### src/rtl/rbm_sequencer.sv
// Sequencer for the Main RBM datapath: hidden phase then classifier phase, ITER times per start.
// Optional macro RBM_SEQ_ARGMAX_EN adds out_class/class_valid (argmax over the class counters).
module rbm_sequencer #(
   parameter int N_VIS = 784,
   parameter int N_HID = 441,
   parameter int N_CLS = 10,
   parameter int W     = 64,
   parameter int ITER  = 1,
   parameter int CNT_W = 8
) (
   input  logic                   clock,
   input  logic                   reset,
   input  logic                   start,
   output logic                   busy,
   output logic                   done,
   output logic [9:0]             pixel_id,
   output logic [8:0]             hidden_id,
   output logic [3:0]             spike_id,
   input  logic                   img_data,
   input  logic [W-1:0]           hw_data,
   input  logic [W-1:0]           hb_data,
   input  logic                   hsw_data,
   input  logic [W-1:0]           cw_data,
   input  logic [W-1:0]           cb_data,
   output logic                   pixel,
   output logic [W-1:0]           hvalue,
   output logic                   h_switch,
   output logic                   enable_hidden,
   output logic                   enable_classi,
   output logic                   hidden_pixel,
   output logic [W-1:0]           cvalue,
   input  logic                   hidden,
   input  logic                   spike,
`ifdef RBM_SEQ_ARGMAX_EN
   output logic [3:0]             out_class,
   output logic                   class_valid,
`endif
   output logic [N_CLS*CNT_W-1:0] out_count
);

   localparam logic [1:0] S_IDLE = 2'd0;
   localparam logic [1:0] S_HID  = 2'd1;
   localparam logic [1:0] S_CLS  = 2'd2;
   localparam logic [1:0] S_DONE = 2'd3;

   localparam logic [9:0]  PIX_BIAS  = 10'(N_VIS);
   localparam logic [8:0]  HID_LAST  = 9'(N_HID - 1);
   localparam logic [8:0]  HID_BIAS  = 9'(N_HID);
   localparam logic [3:0]  CLS_LAST  = 4'(N_CLS - 1);
   localparam logic [15:0] ITER_LAST = 16'(ITER - 1);

   logic [1:0]                    state;
   logic [15:0]                   iter;
   logic [N_HID-1:0]              hbuf;
   logic [N_CLS-1:0][CNT_W-1:0]   cnt;

   function automatic logic [CNT_W-1:0] sat_inc(input logic [CNT_W-1:0] v);
      return (v == {CNT_W{1'b1}}) ? v : v + 1'b1;
   endfunction

   assign busy      = (state == S_HID) || (state == S_CLS);
   assign done      = (state == S_DONE);
   assign out_count = cnt;

   // Bias slots are the index one past the last real element of each phase.
   assign pixel    = (pixel_id == PIX_BIAS) ? 1'b1 : img_data;
   assign hvalue   = (pixel_id == PIX_BIAS) ? hb_data : hw_data;
   assign h_switch = hsw_data;
   assign cvalue   = (hidden_id == HID_BIAS) ? cb_data : cw_data;

   always_comb begin
      hidden_pixel = 1'b1;
      for (int i = 0; i < N_HID; i++)
         if (hidden_id == 9'(i)) hidden_pixel = hbuf[i];
   end

   always_ff @(posedge clock) begin
      if (reset) begin
         state         <= S_IDLE;
         iter          <= '0;
         pixel_id      <= '0;
         hidden_id     <= '0;
         spike_id      <= '0;
         enable_hidden <= 1'b0;
         enable_classi <= 1'b0;
         hbuf          <= '0;
         cnt           <= '0;
      end else begin
         case (state)
            S_IDLE: if (start) begin
               cnt           <= '0;
               iter          <= '0;
               pixel_id      <= '0;
               hidden_id     <= '0;
               spike_id      <= '0;
               enable_hidden <= 1'b1;
               state         <= S_HID;
            end
            S_HID: if (pixel_id == PIX_BIAS) begin
               for (int i = 0; i < N_HID; i++)
                  if (hidden_id == 9'(i)) hbuf[i] <= hidden;
               pixel_id <= '0;
               if (hidden_id != HID_LAST) begin
                  hidden_id <= hidden_id + 9'd1;
               end else begin
                  hidden_id     <= '0;
                  enable_hidden <= 1'b0;
                  enable_classi <= 1'b1;
                  state         <= S_CLS;
               end
            end else begin
               pixel_id <= pixel_id + 10'd1;
            end
            S_CLS: if (hidden_id == HID_BIAS) begin
               for (int c = 0; c < N_CLS; c++)
                  if (spike_id == 4'(c) && spike) cnt[c] <= sat_inc(cnt[c]);
               hidden_id <= '0;
               if (spike_id != CLS_LAST) begin
                  spike_id <= spike_id + 4'd1;
               end else if (iter != ITER_LAST) begin
                  // Straight back into the hidden phase, no idle cycle in between.
                  iter          <= iter + 16'd1;
                  spike_id      <= '0;
                  enable_classi <= 1'b0;
                  enable_hidden <= 1'b1;
                  state         <= S_HID;
               end else begin
                  enable_classi <= 1'b0;
                  state         <= S_DONE;
               end
            end else begin
               hidden_id <= hidden_id + 9'd1;
            end
            default: state <= S_IDLE;
         endcase
      end
   end

`ifdef RBM_SEQ_ARGMAX_EN
   function automatic logic [3:0] argmax(input logic [N_CLS-1:0][CNT_W-1:0] c);
      logic [3:0]       best;
      logic [CNT_W-1:0] best_v;
      best   = '0;
      best_v = c[0];
      for (int i = 1; i < N_CLS; i++)
         if (c[i] > best_v) begin
            best_v = c[i];
            best   = 4'(i);
         end
      return best;
   endfunction

   always_ff @(posedge clock) begin
      if (reset)
         class_valid <= 1'b0;
      else if (state == S_IDLE && start)
         class_valid <= 1'b0;
      else if (state == S_CLS && hidden_id == HID_BIAS && spike_id == CLS_LAST && iter == ITER_LAST)
         class_valid <= 1'b1;
   end

   assign out_class = class_valid ? argmax(cnt) : 4'd0;
`endif

endmodule
### config.mk
export PLATFORM = sky130hd
export DESIGN_NAME = rbm_sequencer
export DESIGN_NICKNAME = d
export VERILOG_FILES = /design/src/rtl/rbm_sequencer.sv
export SDC_FILE = /design/constraint.sdc
export NUM_CORES = 2
export LEC_CHECK = 0
export ABC_AREA = 1
export BUFFER_PORTS_ARGS = -buffer_cell sky130_fd_sc_hd__buf_4
export CAP_MARGIN = 40
export CORE_UTILIZATION = 40
export DETAILED_ROUTE_END_ITERATION = 8
export PLACE_DENSITY = 0.61
export SKIP_LAST_GASP = 1
export SLEW_MARGIN = 20
export SYNTH_ARGS = -nofsm -noshare
export SYNTH_HDL_FRONTEND = slang
export SYNTH_SLANG_ARGS = --single-unit
### constraint.sdc
create_clock -name clock -period 32.3 [get_ports clock]
set_clock_uncertainty 0.15 [all_clocks]
set_input_delay 3.23 -clock clock [delete_from_list [all_inputs] [get_ports clock]]
set_output_delay 3.23 -clock clock [all_outputs]
set_load 0.02 [all_outputs]
==> results.sh <==
export IMPL_route_top_layer_used="met5"
export IMPL_crit_path_start_kind="flop"
export IMPL_firstDrtPassIters=6
export IMPL_cpPeakStageDelay_ps=410
export IMPL_met1_length_um=51660
export IMPL_area_growth_pct=22.89
export IMPL_dieArea_sq_um=80380
export IMPL_crit_arrival_ps=26580
export IMPL_period_needed_ps=29960
export IMPL_leakage_nw=14.62
export IMPL_dp_hpwl_um=71080
export IMPL_antenna_found_initial=4
export IMPL_fin_crit_sh_pct=92.76
export IMPL_synth_async_sr_flop_share_pct=0
export IMPL_ys_ff_latch=564
export IMPL_hp_class="reg2reg"
export IMPL_slew_headroom_pct=22.62
export IMPL_avgSynthCellArea_sq_um=6.683
export IMPL_power_w=0.001860
export IMPL_cellPowerDensity_nw_per_um2=47.74
export IMPL_cts_made_buffers=67
export IMPL_grt_setup_unrepaired="yes"
export IMPL_dr_first_iter_drc_count=3123
export IMPL_tritoncts="built"
export IMPL_setup_viol=0
export IMPL_critPathSlowestCell="dfxtp_4"
export IMPL_syn_nets=5029
export IMPL_nNetsFinal=5358
export IMPL_vias=33370
export IMPL_die_height_um=283.5
export IMPL_netlist_area_leader_share_pct=35.62
export IMPL_whs_ps=311.6
export IMPL_path_max_fanout=20
export IMPL_synth_edf_count=0
export IMPL_yosysSeqAreaShare_pct=35.62
export IMPL_drive_gt1_share_pct=17.16
export IMPL_end_kind="output port"
export IMPL_ant_nets=0
export IMPL_clk_latency_ps=620
export IMPL_wl_per_cell_um=17.84
export IMPL_tightest_slew_ps=1161
export IMPL_diodes=0
export IMPL_overflow=0
export IMPL_wirelength_um=109900
export IMPL_grt_pass1_wl_um=170700
export IMPL_top_level_ports=501
export IMPL_place_congestion=0.9033
export IMPL_required_ps=28920
export IMPL_place_area_sq_um=36210
export IMPL_netlist_instances=4743
export IMPL_ys_flop_type="dfxtp_1"
export IMPL_wl_met2_um=48450
export IMPL_cp_common_cell="nand2_1"
export IMPL_cts_sinks=564
export IMPL_max_freq_mhz=33.38
export IMPL_port_buffers=498
export IMPL_cap_violations=0
export IMPL_synth_distinct_cells=40
export IMPL_yosys_area_top_type="dfxtp_1"
export IMPL_criticalPathCategory="reg2out"
export IMPL_initial_core_util_pct=40.65
export IMPL_ys_warn_count=0
export IMPL_grt_max_degree=222
export IMPL_cts_hold_buffers_added=0
export IMPL_ir_worst_vdd_v=0.00003170
export IMPL_ys_top_cells_by_area="dfxtp_1 (36%), a311oi_1 (12%), nand2_1 (11%)"
export IMPL_coreArea_sq_um=77980
export IMPL_utilization_pct=49.96
export IMPL_maxSlewViolCount=0
export IMPL_grt_pass1_vias=29520
export IMPL_viasPerCell=5.416
export IMPL_drcViolationCount=0
export IMPL_clk_path_buf_depth=3
export IMPL_clkTransAtPathRegs_ps=60
export IMPL_cts_root_buf="clkbuf_16"
export IMPL_fp_row_count=102
export IMPL_grtUsageTotal_pct=26.14
export IMPL_die_x_um=283.5
export IMPL_met3WireLength_um=8065
export IMPL_status="completed"
export IMPL_syn_area_sq_um=31700
export IMPL_h_tree_depth=3
export IMPL_hold_viol_final=0
export IMPL_final_area_sq_um=38950
==> cells by family (layout without fill, tap and decap cells) <==
| logic type | after synthesis | after routing | share of synthesized area (%) |
|---|---|---|---|
| simple gates | 1898 | 1898 | 24.23 |
| compound gates | 1224 | 1224 | 25.18 |
| buf+inv | 954 | 1333 | 11.34 |
| flops | 564 | 564 | 35.62 |
| mux | 64 | 64 | 2.274 |
| fa+ha+maj | 23 | 23 | 0.9079 |
| xor+xnor | 16 | 16 | 0.4421 |
==> power by group <==
part | internal [W] | switching (W) | total (W)
combinational | 0.000134 | 0.000249 | 0.000383
clock | 0.000452 | 0.000315 | 0.000766
sequential | 0.000702 | 0.00000770 | 0.000710
total | 0.00129 | 0.000572 | 0.00186
==> worst max-delay path, delay by kind of cell (launching register included) <==
kind                     cells  cell delay (ps)
buffers and inverters        7             1000
flip-flops                   1              410
AND/OR/NAND/NOR            447            24000
adder cells (fa/ha/maj)      1              200
AO/OA/AOI/OAI                2              290
==> path summary, 6_finish.rpt <==
path / depth (start not counted) / slack [ps] / from / end
max: 457 / 2340 / hidden_id[0] / hidden_pixel
min: 2 / 310 / iter[15] / iter[15]
max reg2reg: 20 / 27560 / hidden_id[7] / iter[15]
min reg2reg: 2 / 310 / iter[15] / iter[15]
==> placed cells by master, fill, tap and decap left out, types with 69 or more instances in the layout <==
cell type / count
nand2_1: 931
inv_1: 589
dfxtp_1: 556
buf_4: 556
nor2_1: 632
a311oi_1: 442
nor3_1: 76
nand3_1: 139
a21oi_1: 605
clkbuf_16: 69
o22ai_1: 89
==> routing by layer <==
| layer | up-vias | track usage (%) |
|---|---|---|
| met5 | - | 0 |
| met4 | 6 | 5.500 |
| met3 | 119 | 5.281 |
| met2 | 1043 | 39.94 |
| met1 | 15410 | 37.69 |
| li1 | 16800 | - |
==> Yosys cell counts (16+ instances only) <==
library cell and instances:
buf_1 24, o21ai_0 58, inv_2 22, nor2_1 643
a311oi_1 442, clkbuf_1 294, a21oi_1 605, inv_1 593
nand2_1 934, nand4_1 16, dfxtp_1 564, nand3_1 143
ha_1 23, mux2_2 64, clkinv_1 18, or2_2 50
nor3_1 77, o22ai_1 89
==> metrics by stage <==
stage	TNS, ps	cells	worst slack [ps]
finish	0	6162	2339
CTS	0	6139	1329
floorplan	0	4743	6200
global placement	0	6010	2335
global route	-2806	6162	-2806
detailed placement	0	6020	2102
==> sequential cells by signal, indices dropped and copies added (netlist names) <==
| register | count |
|---|---|
| iter | 16 |
| state | 2 |
| hidden_id | 9 |
| enable_classi | 1 |
| spike_id | 4 |
| enable_hidden | 1 |
| out_count | 80 |
| hbuf | 441 |
| pixel_id | 10 |
==> area by class of cell <==
cell class                 count  area [sq um]
multi-input combinational   3225         16990
inverter                     633          2451
fill                        7910         39020
timing repair buffer         581          4696
clock inverter                20         180.2
clock buffer                  99          2028
sequential                   564         11310
tap                         1040          1301
==> what timing repair did <==
| item | 4_1_cts | 5_1_grt |
|---|---|---|
| buffers inserted | 0 | 18 |
| endpoints found under the setup margin | 0 | 1 |
| gates resized for setup | 0 | 93 |
Note: power is estimated with default switching activity, not from simulation.
